`config.mk`:
```
export PLATFORM = sky130hd
export DESIGN_NAME = uart_transmitter
export DESIGN_NICKNAME = d
export VERILOG_FILES = /design/src/rtl/uart_transmitter.sv
export SDC_FILE = /design/constraint.sdc
export NUM_CORES = 1
export LEC_CHECK = 0
export CAP_MARGIN = 15
export CORE_MARGIN = 2
export CORE_UTILIZATION = 41
export DETAILED_ROUTE_END_ITERATION = 16
export PLACE_DENSITY = 0.64
export SYNTH_ARGS = -nofsm -noshare
export SYNTH_HDL_FRONTEND = slang
export SYNTH_SLANG_ARGS = --single-unit
```
`constraint.sdc`:
```
create_clock -name clk -period 2.21 [get_ports clk]
set_input_delay 0.5525 -clock clk [delete_from_list [all_inputs] [get_ports clk]]
set_output_delay 0.5525 -clock clk [all_outputs]
set_load 0.01 [all_outputs]
```
`src/rtl/uart_transmitter.sv`:
```
`timescale 1ns/1ps
// uart_transmitter
//  Serialises bytes from a ready/valid producer onto a single UART line.
//  Default build sends 8N1 frames: start, 8 data bits LSB first, stop.
//  Define UART_TX_PARITY_EN to insert an even-parity bit after data bit 7 (8E1).
//  The port list and handshake are the same in both builds.
//  SYMBOL_EDGE_TIME (clk cycles per bit) must be at least 2.
module uart_transmitter #(
  parameter int CPU_CLOCK_FREQ = 50_000_000,
  parameter int BAUD_RATE      = 115_200
) (
  input  logic       clk,
  input  logic       rst,
  input  logic [7:0] data_in,
  input  logic       data_in_valid,
  output logic       data_in_ready,
  output logic       serial_out
);

  localparam int SYMBOL_EDGE_TIME    = CPU_CLOCK_FREQ / BAUD_RATE;
  localparam int CLOCK_COUNTER_WIDTH = $clog2(SYMBOL_EDGE_TIME);

  localparam logic [CLOCK_COUNTER_WIDTH-1:0] LAST_CYCLE =
    CLOCK_COUNTER_WIDTH'(SYMBOL_EDGE_TIME - 1);
  localparam logic [CLOCK_COUNTER_WIDTH-1:0] CYCLE_STEP =
    CLOCK_COUNTER_WIDTH'(1);
  localparam logic [2:0] LAST_DATA_BIT = 3'd7;

  typedef enum logic [2:0] {
    IDLE,
    START,
    DATA,
`ifdef UART_TX_PARITY_EN
    PARITY,
`endif
    STOP
  } state_t;

  state_t                         state;
  state_t                         state_next;
  logic [CLOCK_COUNTER_WIDTH-1:0] cycle_cnt;
  logic [CLOCK_COUNTER_WIDTH-1:0] cycle_cnt_next;
  logic [2:0]                     bit_cnt;
  logic [2:0]                     bit_cnt_next;
  logic [7:0]                     data_q;
  logic                           tx_q;
  logic                           tx_next;
  logic                           load_byte;
  logic                           symbol_done;

  // The producer may only hand over a byte while the line is idle.
  assign data_in_ready = (state == IDLE);

  // The line comes straight from a flop so it can never glitch on input changes.
  assign serial_out = tx_q;

  // The last cycle of every symbol is where the frame advances.
  assign symbol_done = (cycle_cnt == LAST_CYCLE);

  // State, counters, line flop and the latched byte; reset parks the line high in IDLE at once.
  always_ff @(posedge clk or posedge rst) begin
    if (rst) begin
      state     <= IDLE;
      cycle_cnt <= '0;
      bit_cnt   <= '0;
      tx_q      <= 1'b1;
      data_q    <= '0;
    end else begin
      state     <= state_next;
      cycle_cnt <= cycle_cnt_next;
      bit_cnt   <= bit_cnt_next;
      tx_q      <= tx_next;
      if (load_byte) begin
        data_q <= data_in;
      end
    end
  end

  // Next-state logic; tx_next is the level the line must show during the coming cycle.
  always_comb begin
    state_next     = state;
    cycle_cnt_next = cycle_cnt;
    bit_cnt_next   = bit_cnt;
    tx_next        = tx_q;
    load_byte      = 1'b0;

    case (state)
      IDLE: begin
        cycle_cnt_next = '0;
        bit_cnt_next   = '0;
        tx_next        = 1'b1;
        if (data_in_valid) begin
          load_byte  = 1'b1;
          state_next = START;
          tx_next    = 1'b0;
        end
      end

      START: begin
        if (symbol_done) begin
          cycle_cnt_next = '0;
          bit_cnt_next   = '0;
          state_next     = DATA;
          tx_next        = data_q[0];
        end else begin
          cycle_cnt_next = cycle_cnt + CYCLE_STEP;
        end
      end

      DATA: begin
        if (symbol_done) begin
          cycle_cnt_next = '0;
          if (bit_cnt == LAST_DATA_BIT) begin
            bit_cnt_next = '0;
`ifdef UART_TX_PARITY_EN
            state_next   = PARITY;
            tx_next      = ^data_q;
`else
            state_next   = STOP;
            tx_next      = 1'b1;
`endif
          end else begin
            bit_cnt_next = bit_cnt + 3'd1;
            tx_next      = data_q[bit_cnt + 3'd1];
          end
        end else begin
          cycle_cnt_next = cycle_cnt + CYCLE_STEP;
        end
      end

`ifdef UART_TX_PARITY_EN
      PARITY: begin
        if (symbol_done) begin
          cycle_cnt_next = '0;
          state_next     = STOP;
          tx_next        = 1'b1;
        end else begin
          cycle_cnt_next = cycle_cnt + CYCLE_STEP;
        end
      end
`endif

      STOP: begin
        if (symbol_done) begin
          cycle_cnt_next = '0;
          state_next     = IDLE;
          tx_next        = 1'b1;
        end else begin
          cycle_cnt_next = cycle_cnt + CYCLE_STEP;
        end
      end

      default: begin
        cycle_cnt_next = '0;
        bit_cnt_next   = '0;
        state_next     = IDLE;
        tx_next        = 1'b1;
      end
    endcase
  end

endmodule
```
==> impl_results.md, run 1 <==
* Outcome: finished clean
* CTS tree: yes
* Post-synthesis register bit count at 23
* RD Place Congestion at 0.762
* Max_cap viols at 0
* Buffers added on ports at 12
* P_leak at between 0.0006 and 0.0007 uW
* Gr usage total at 0.153
* Core area at between 0.002 and 0.003 mm2
* Share of the synthesized area in the top cell type at 0.444
* Antenna-violating nets left at 0
* Net Count, Synth at ~130
* # diodes at 0
* Setup_tns at 0 ps
* Setup repair bufs after CTS at 0
* CP startpoint kind: flip-flop
* DRC at 0
* Initial core utilization at 0.442
* Grt total ovfl at 0
* Register area share after synthesis at 0.466
* Tmin final at 2010 ps
* Syn avg cell area at between 10 and 15 um2
* Cells after synthesis at approximately 110
* Post-route insts no fill at between 150 and 200
* Global-route wire length before repair at about 4000 um
* Sw power at around 600 uW
* Via count at 850
* Ports at 13
* Num rows at 19
* Synth cell types at 32
* Sw Ratio at 0.366
* Share of cells above drive strength 1 at 0.141
* Total power at between 1500 and 2000 uW
* Internal power at between 1000 and 1500 uW
* Post-synth EDFFs at 0
* Clk sinks at 23
* Data arrival, critical path at 2220 ps
* Hold slack at roughly 520 ps
* Worst setup path start: state[0]
* Vias in the first global route at between 900 and 1,000
* DRT iter0 DRCs at 6
* Crit Path Max Fanout at 9
* Hold Path Depth at 1
* Slew HR at 0.710
* R2R cell count at 6
* Final Max Slew Viols at 0
* Inst Count DP at 155
* Actual slew at the worst max-slew pin at between 400 and 500 ps
* Clock power frac at 0.121
* Top cells by area, synth: dfrtp_1 44%, ha_1 8.1%, mux2_2 7.3%
* Final Cycle Share at 0.910
* Skew-Pair Late Insertion Delay at about 310 ps
* Num CTS Buffers at 3
* Initial antenna violation count at 0
* DRT Pass-1 Iters at 4
* Seq pwr share at 0.420
* Final Skew at between 6 and 7 ps
* Largest net degree at the start of global routing at 24
* WL/cell at between 10 and 15 um
* Hold crit path type: flip-flop to flip-flop
* Yosys top cell by area: dfrtp_1
* Post-DP HPWL at between 1500 and 2000 um
* Maximum clock path buffer count at 2
* Mean number of vias per cell at about 5.3
* Max VDD drop at between 0.6 and 0.7 mV
* Max H-tree Level at 1
* Net count reported at finish at between 100 and 150
* Final wirelength at between 2000 and 2500 um
* Async set or reset register ratio after synthesis at 1.00
* Floorplan die width at 59.0 um
* CTS root buf: clkbuf_4
* Critical path class: flip-flop to flip-flop
* Crit. End Element: flip-flop
* PwrDens at 1150 mW/mm2
* FF-to-FF Start: state[0]
* Clock-pin slew on the worst setup and hold paths at 130 ps
* Final hold vios at 0
* Die Height at between 50 and 60 um
* Unrepaired setup endpoints after global routing: no
* Worst Hold Launch: data_q[2]
* Area Growth Syn to Fin at 15.2%
* Fmax at a little under 500 MHz
* Critical Path RT at 2420 ps
* Yosys warns at 0
* Mapped cell area at 0.00124 mm2
* Full die area at 0.00348 mm2
* Final setup violation count at 0
* Most common flop cell mapped by yosys: dfrtp_1
* Logic pwr share at 0.460
==> metal layers <==
metal / up-vias / global-route usage / part of all wire
met3: 4 / 0.0286 / 0.027
li1: 422 / - / -
met4: 0 / 0.0487 / 0.015
met5: - / 0 / 0
met1: 413 / 0.208 / 0.49
met2: 11 / 0.248 / 0.47
==> synthesized netlist by cell type, types with 2 or more instances <==
cell type	count
nand2_1	5
ha_1	8
dfrtp_1	22
nor3_1	2
mux2_2	8
o31ai_1	2
nand3_1	4
nor4bb_1	2
o21ai_0	3
nor2b_1	3
nor2_1	14
nand2b_1	2
nand4b_1	2
xnor2_1	6
nand4_1	2
mux2_1	2
mux2i_1	4
buf_2	2
inv_1	7
==> logic make-up after synthesis <==
logic type,synth area share
buffers and inverters,0.0293
AOI/OAI and AO/OA,0.0657
muxes,0.123
DFF,0.466
xor gates and xnor gates,0.0495
and+or+nand+nor,0.186
adders and majority gates,0.0808
==> state kept, by name (all words and copies together), names as in the netlist <==
name	count
serial_out	1
data_q	8
cycle_cnt	9
bit_cnt	3
state	2
==> critical path, stage by stage (launching register included) <==
cell,delay (ps)
dfrtp_1,420
inv_1,80
ha_1,290
or3_4,440
o21a_4,140
nor3_2,190
mux2_1,350
==> final cells by class <==
cell class	count	area [um2]
fill	269	1380
multi-input combinational	81	628
sequential	23	577
timing repair buffer	13	130
tap	31	38.8
clock buffer	4	26.3
inverter	7	26.3
==> through the flow <==
stage	setup WS [ps]	cell area, um2	util
detailed placement	216	1400	0.497
floorplan	369	1240	-
global route	84.8	1430	0.508
CTS	12.6	1420	0.507
finish	199	1430	0.508
global placement	311	1400	0.497
==> worst paths after layout <==
| path | slack [ps] | end |
|---|---|---|
| max in group asynchronous | 1360 | serial_out |
| max | 200 | state[1] |
| min in group asynchronous | 570 | data_q[2] |
| min | 520 | data_q[2] |
| min reg2reg | 520 | data_q[2] |
| max reg2reg | 200 | state[1] |
==> layout by cell type (no fill, tap or decap), drive strengths merged, types with 2 or more instances in the layout <==
master         instances
nor4bb                 2
nand2b                 2
clkdlybuf4s50         11
o21ai                  4
ha                     8
clkbuf                 4
nand4                  2
nor3                   3
dfrtp                 22
nor2b                  3
inv                    7
nand3                  4
nand4b                 2
mux2i                  4
nor2                  14
mux2                  10
o31ai                  2
xnor2                  6
nand2                  5
==> power groups by stage <==
stage,clock network (uW),logic (uW),registers (uW)
3_5_place_dp,0,751,697
6_report,197,751,685
4_1_cts,208,763,688
5_1_grt,220,834,708
3_3_place_gp,0,721,687
2_1_floorplan,0,595,658
==> timing repair <==
item	CTS	global route
hold buffers	0	0
resized for setup	0	2
endpoints found under the setup margin	0	1
Note: power is estimated with default switching activity, not from simulation.
==> run 2: changes to the inputs <==
--- a/config.mk
+++ b/config.mk
@@ -9,6 +9,8 @@
 export CORE_MARGIN = 2
 export CORE_UTILIZATION = 41
 export DETAILED_ROUTE_END_ITERATION = 16
+export GPL_TIMING_DRIVEN = 0
+export MAX_ROUTING_LAYER = met4
 export PLACE_DENSITY = 0.64
 export SYNTH_ARGS = -nofsm -noshare
 export SYNTH_HDL_FRONTEND = slang
==> impl_results.md, run 2 (synthesis results as in run 1) <==
* Floorplan die width at 59.0 um (unchanged)
* Critical Path RT at 1660 ps (-760 ps)
* Busiest layer in global routing: met2
* Max H-tree Level at 1 (unchanged)
* Via count at 875 (+2.9%)
* # diodes at 0 (unchanged)
* Mean number of vias per cell at 5.37 (+0.42%)
* Pre-CTS WS at 180 ps (-36.1 ps)
* Final hold vios at 0 (unchanged)
* P_leak at 0.000617 uW (+1.8%)
* CTS root buf: clkbuf_4
* Final setup violation count at 0 (unchanged)
* RD Place Congestion at 0.767 (+0.75%)
* Die Height at 59.0 um (unchanged)
* Final Max Slew Viols at 0 (unchanged)
* DRC at 0 (unchanged)
* Largest net degree at the start of global routing at 24 (unchanged)
* Initial antenna violation count at 0 (unchanged)
* Grt total ovfl at 0 (unchanged)
* Largest registers: cycle_cnt (9), data_q (8), bit_cnt (3)
* Final Skew at 8.88 ps (+2.05 ps)
* Buffers added on ports at 12 (unchanged)
* Post-DP HPWL at 1600 um (-3.7%)
* Net count reported at finish at 152 (+2.7%)
* Max VDD drop at 0.515 mV (-22%)
* GR Util met2 at 0.221 (-0.0270)
* Outcome: finished clean
* Vias in the first global route at 860 (-6.2%)
* Final Cycle Share at 0.965 (+0.0549)
* CTS tree: yes
* Tmin final at 2130 ps (+121 ps)
* Skew-Pair Late Insertion Delay at 310 ps (about the same)
* Highest-count cells in the layout ignoring fill and taps: 22 x dfrtp_1, 14 x nor2_1, 12 x clkdlybuf4s50_1
* PwrDens at 1150 mW/mm2 (+0.81%)
* Global-route wire length before repair at 3710 um (-7.9%)
* Slew HR at 0.441 (-0.269)
* Max_cap viols at 0 (unchanged)
* Hold crit path type: flip-flop to flip-flop
* Core area at 0.00281 mm2 (unchanged)
* Data arrival, critical path at 1580 ps (-640 ps)
* Critical path class: flip-flop to output port
* Biggest register: cycle_cnt
* Hold slack at 519 ps (-2.35 ps)
* Full die area at 0.00348 mm2 (unchanged)
* Num rows at 19 (unchanged)
* Gr usage total at 0.145 (-0.00831)
* Commonest non-fill, non-tap cell in the layout: dfrtp_1
* Antenna-violating nets left at 0 (unchanged)
* Maximum clock path buffer count at 2 (unchanged)
* Crit. End Element: output port
* Share of cells above drive strength 1 at 0.174 (+0.0336)
* Met1 GRT Util at 0.200 (-0.00817)
* Final worst slack at 77.9 ps (-121 ps)
* Ports at 13 (unchanged)
* DRT iter0 DRCs at 12 (+6)
* Num CTS Buffers at 3 (unchanged)
* CP startpoint kind: flip-flop
* Largest register FFs at 9 (unchanged)
* Crit Path Max Fanout at 5 (-4)
* Initial core utilization at 0.442 (unchanged)
* DRT Pass-1 Iters at 4 (unchanged)
* Global Route met3 Usage at 0.0264 (-0.00220)
* Clk sinks at 23 (unchanged)
* Fmax at 469 MHz (-5.7%)
* Area Growth Syn to Fin at 17.1%
* WL/cell at 12.9 um (-9.4%)
* Total power at 1670 uW (+2.5%)
* Clock-pin slew on the worst setup and hold paths at 130 ps (about the same)
* Final wirelength at 2100 um (-7.1%)
* Actual slew at the worst max-slew pin at 837 ps (+408 ps)
[run 2: path summary, 6_finish.rpt]
kind	start	end	slack, ps	depth (start not counted)
worst min-delay path	data_q[3]	data_q[3]	520	1
worst max register to register	state[1]	state[1]	160	6
min in group asynchronous	rst	cycle_cnt[3]	690	2
worst max-delay path	state[0]	data_in_ready	80	3
worst min register to register	data_q[3]	data_q[3]	520	1
max in group asynchronous	rst	data_q[7]	1000	2
[run 2: power by group]
group          internal (uW)  switching [uW]  total, uW
logic                    436             386        821
registers                571            90.9        662
clock network           67.5             123        191
total                   1070             600       1670
[run 2: metrics by stage]
stage / setup TNS [ps] / instance area, um2 / cells / utilization
floorplan: 0 / 1240 / 113 / -
global placement: 0 / 1400 / 156 / 0.498
detailed placement: 0 / 1400 / 156 / 0.498
CTS: 0 / 1430 / 160 / 0.508
global route: -2.96 / 1450 / 163 / 0.517
finish: 0 / 1450 / 163 / 0.517
[run 2: cell type report]
class	count	area (um2)
repair buffers	15	143
flip-flops and latches	23	577
clock inverters	1	5.00
plain buffers	2	10.0
inverters	7	26.3
well taps	31	38.8
clock buffers	3	22.5
multi-input cells	81	628
fillers	277	1360
[run 2: routing by layer]
layer / part of all wire / wire (um)
met2: 0.46 / 966
met4: 0.0081 / 17
met3: 0.030 / 62
met1: 0.50 / 1050
met5: 0 / 0
[run 2: timing repair]
action | in CTS | in global routing
resized for setup | 0 | 1
setup endpoints to repair | 0 | 1
hold endpoints to repair | 0 | 0
buffers inserted | 0 | 3
hold buffers | 0 | 0
[run 2: worst max-delay path: stages, from the launching register on]
cell             delay, ps
dfrtp_1                420
inv_1                   90
ha_2                   220
clkdlybuf4s50_1        540
==> run 3: changes to the inputs <==
--- a/config.mk
+++ b/config.mk
@@ -7,11 +7,12 @@
 export LEC_CHECK = 0
 export CAP_MARGIN = 15
 export CORE_MARGIN = 2
-export CORE_UTILIZATION = 41
+export CORE_UTILIZATION = 40
 export DETAILED_ROUTE_END_ITERATION = 16
 export GPL_TIMING_DRIVEN = 0
 export MAX_ROUTING_LAYER = met4
-export PLACE_DENSITY = 0.64
+export PLACE_DENSITY = 0.63
+export SKIP_CTS_REPAIR_TIMING = 1
 export SYNTH_ARGS = -nofsm -noshare
 export SYNTH_HDL_FRONTEND = slang
 export SYNTH_SLANG_ARGS = --single-unit
==> impl_results.md, run 3 (synthesis results as in run 1) <==
* Ports at 13 (unchanged)
* Outcome: finished clean
* Fmax at 495 MHz (+5.6%)
* Vias in the first global route at 828 (-3.7%)
* Final wirelength at 2280 um (+8.8%)
* DRC at 0 (unchanged)
* Initial antenna violation count at 0 (unchanged)
* Critical path class: flip-flop to flip-flop
* Final Max Slew Viols at 0 (unchanged)
* Commonest non-fill, non-tap cell in the layout: dfrtp_1
* Slew HR at 0.423 (-0.0182)
* Crit Path Max Fanout at 9 (+4)
* Slowest Stage Delay on Critical Path at 450 ps (-90 ps)
* CTS tree: yes
* DRT Pass-1 Iters at 4 (unchanged)
* P_leak at 0.000623 uW (+1.0%)
* Share of cells above drive strength 1 at 0.168 (-0.00630)
* Hold crit path type: flip-flop to flip-flop
* Actual slew at the worst max-slew pin at 865 ps (+27.3 ps)
* Crit. End Element: flip-flop
* Placed cell areas at 0.00140 mm2 (+0.18%)
* Initial core utilization at 0.413 (-0.0291)
* Final Skew at 2.78 ps (-6.09 ps)
* Tmin final at 2020 ps (-114 ps)
* Critical-path cell list: buf_4 -> ha_1 -> or3_4 -> o21a_4 -> nor3_2 -> mux2_1
* Area Growth Syn to Fin at 16.9%
* Core area at 0.00300 mm2 (+7.0%)
* RD Place Congestion at 0.778 (+1.4%)
* Final worst slack at 192 ps (+114 ps)
* Cell area after layout at 0.00145 mm2 (-0.17%)
* Gr usage total at 0.146 (+0.00129)
* WL/cell at 13.9 um (+8.2%)
* Num rows at 20 (+1)
* Data arrival, critical path at 2230 ps (+650 ps)
* Full die area at 0.00356 mm2 (+2.3%)
* CP Buf/Inv Count at 1 (-1)
* Grt total ovfl at 0 (unchanged)
* Biggest register: cycle_cnt
* CTS root buf: clkbuf_4
* Setup_tns at 0 ps (unchanged)
* Critical Path RT at 2430 ps (+770 ps)
* Final Cycle Share at 0.913 (-0.0515)
* DRT iter0 DRCs at 34 (+22)
* Final setup violation count at 0 (unchanged)
* Fill count at 285 (+2.9%)
* Via count at 886 (+1.3%)
* # diodes at 0 (unchanged)
* Clk sinks at 23 (unchanged)
* Skew-Pair Late Insertion Delay at 320 ps (about the same)
* Global-route wire length before repair at 3680 um (-0.75%)
* Die Height at 59.7 um (+1.2%)
* PwrDens at 1170 mW/mm2 (+0.94%)
* CP startpoint kind: flip-flop
* Unrepaired setup endpoints after global routing: no
* Register Area at 577 um2 (unchanged)
* Num CTS Buffers at 3 (unchanged)
* Largest net degree at the start of global routing at 24 (unchanged)
* Floorplan die width at 59.7 um (+1.2%)
* Net count reported at finish at 151 (-0.66%)
* Pre-CTS WS at 206 ps (+25.6 ps)
* Antenna-violating nets left at 0 (unchanged)
* Largest register FFs at 9 (unchanged)
* Buffers added on ports at 12 (unchanged)
* CP max-delay cell: or3_4
* Fin util at 0.482 (-0.0349)
* Max VDD drop at 0.440 mV (-15%)
* Clock-pin slew on the worst setup and hold paths at 130 ps (about the same)
* Final hold vios at 0 (unchanged)
* Cell family with most CP delay: simple AND/OR/NAND/NOR gates
* Multi-input gate area at 628 um2 (unchanged)
* Post-DP HPWL at 1730 um (+8.3%)
* Highest-count cells in the layout ignoring fill and taps: 22 x dfrtp_1, 14 x nor2_1, 11 x clkdlybuf4s50_1
* Max H-tree Level at 1 (unchanged)
* Largest registers: cycle_cnt (9), data_q (8), bit_cnt (3)
* Max_cap viols at 0 (unchanged)
* Mean number of vias per cell at 5.40 (+0.64%)
* Maximum clock path buffer count at 2 (unchanged)
==> run 3: cell types whose count changed in the layout (fill, tap and decap cells not counted) <==
cell / delta
buf_4: -1
clkdlybuf4s50_1: -1
dlymetal6s2s_1: +1
==> run 3: worst paths after layout <==
kind	depth (start not counted)	from	end	slack, ps
min	1	data_q[4]	data_q[4]	530
max reg2reg	6	state[1]	state[1]	190
max in group asynchronous	2	rst	bit_cnt[1]	990
min in group asynchronous	2	rst	cycle_cnt[2]	700
min reg2reg	1	data_q[4]	data_q[4]	530
max	6	state[1]	state[1]	190
==> run 3: layer usage <==
metal  vias up  GRT usage  routed length, um
met5         -          -                  0
met4         0      0.102                 51
met3         6     0.0152                 74
met2        18      0.222               1080
met1       432      0.182               1080
li1        430          -                  -
==> run 3: per-stage QoR <==
stage               std cells  hold slack (ps)  total power, uW
global placement          158              490             1420
detailed placement        158              503             1470
global route              164              546             1810
CTS                       162              535             1670
floorplan                 113              473             1250
finish                    164              527             1690
==> run 3: power breakdown <==
part	total [uW]	internal (uW)	switching [uW]
Combinational	818	425	393
Sequential	670	571	98.1
Clock	200	67.8	133
==> run 3: layout make-up <==
type,instances,share of cell area
Sequential cell,23,0.398
Inverter,7,0.0182
Tap cell,33,0.0285
Clock buffer,3,0.0156
Multi-Input combinational cell,81,0.434
Timing Repair Buffer,14,0.0951
Buffer,2,0.00691
Clock inverter,1,0.00346
==> run 3: worst reg2reg max path: stages, from the launching register on <==
cell	delay (ps)
dfrtp_1	400
buf_4	140
ha_1	270
or3_4	450
o21a_4	140
nor3_2	170
mux2_1	330
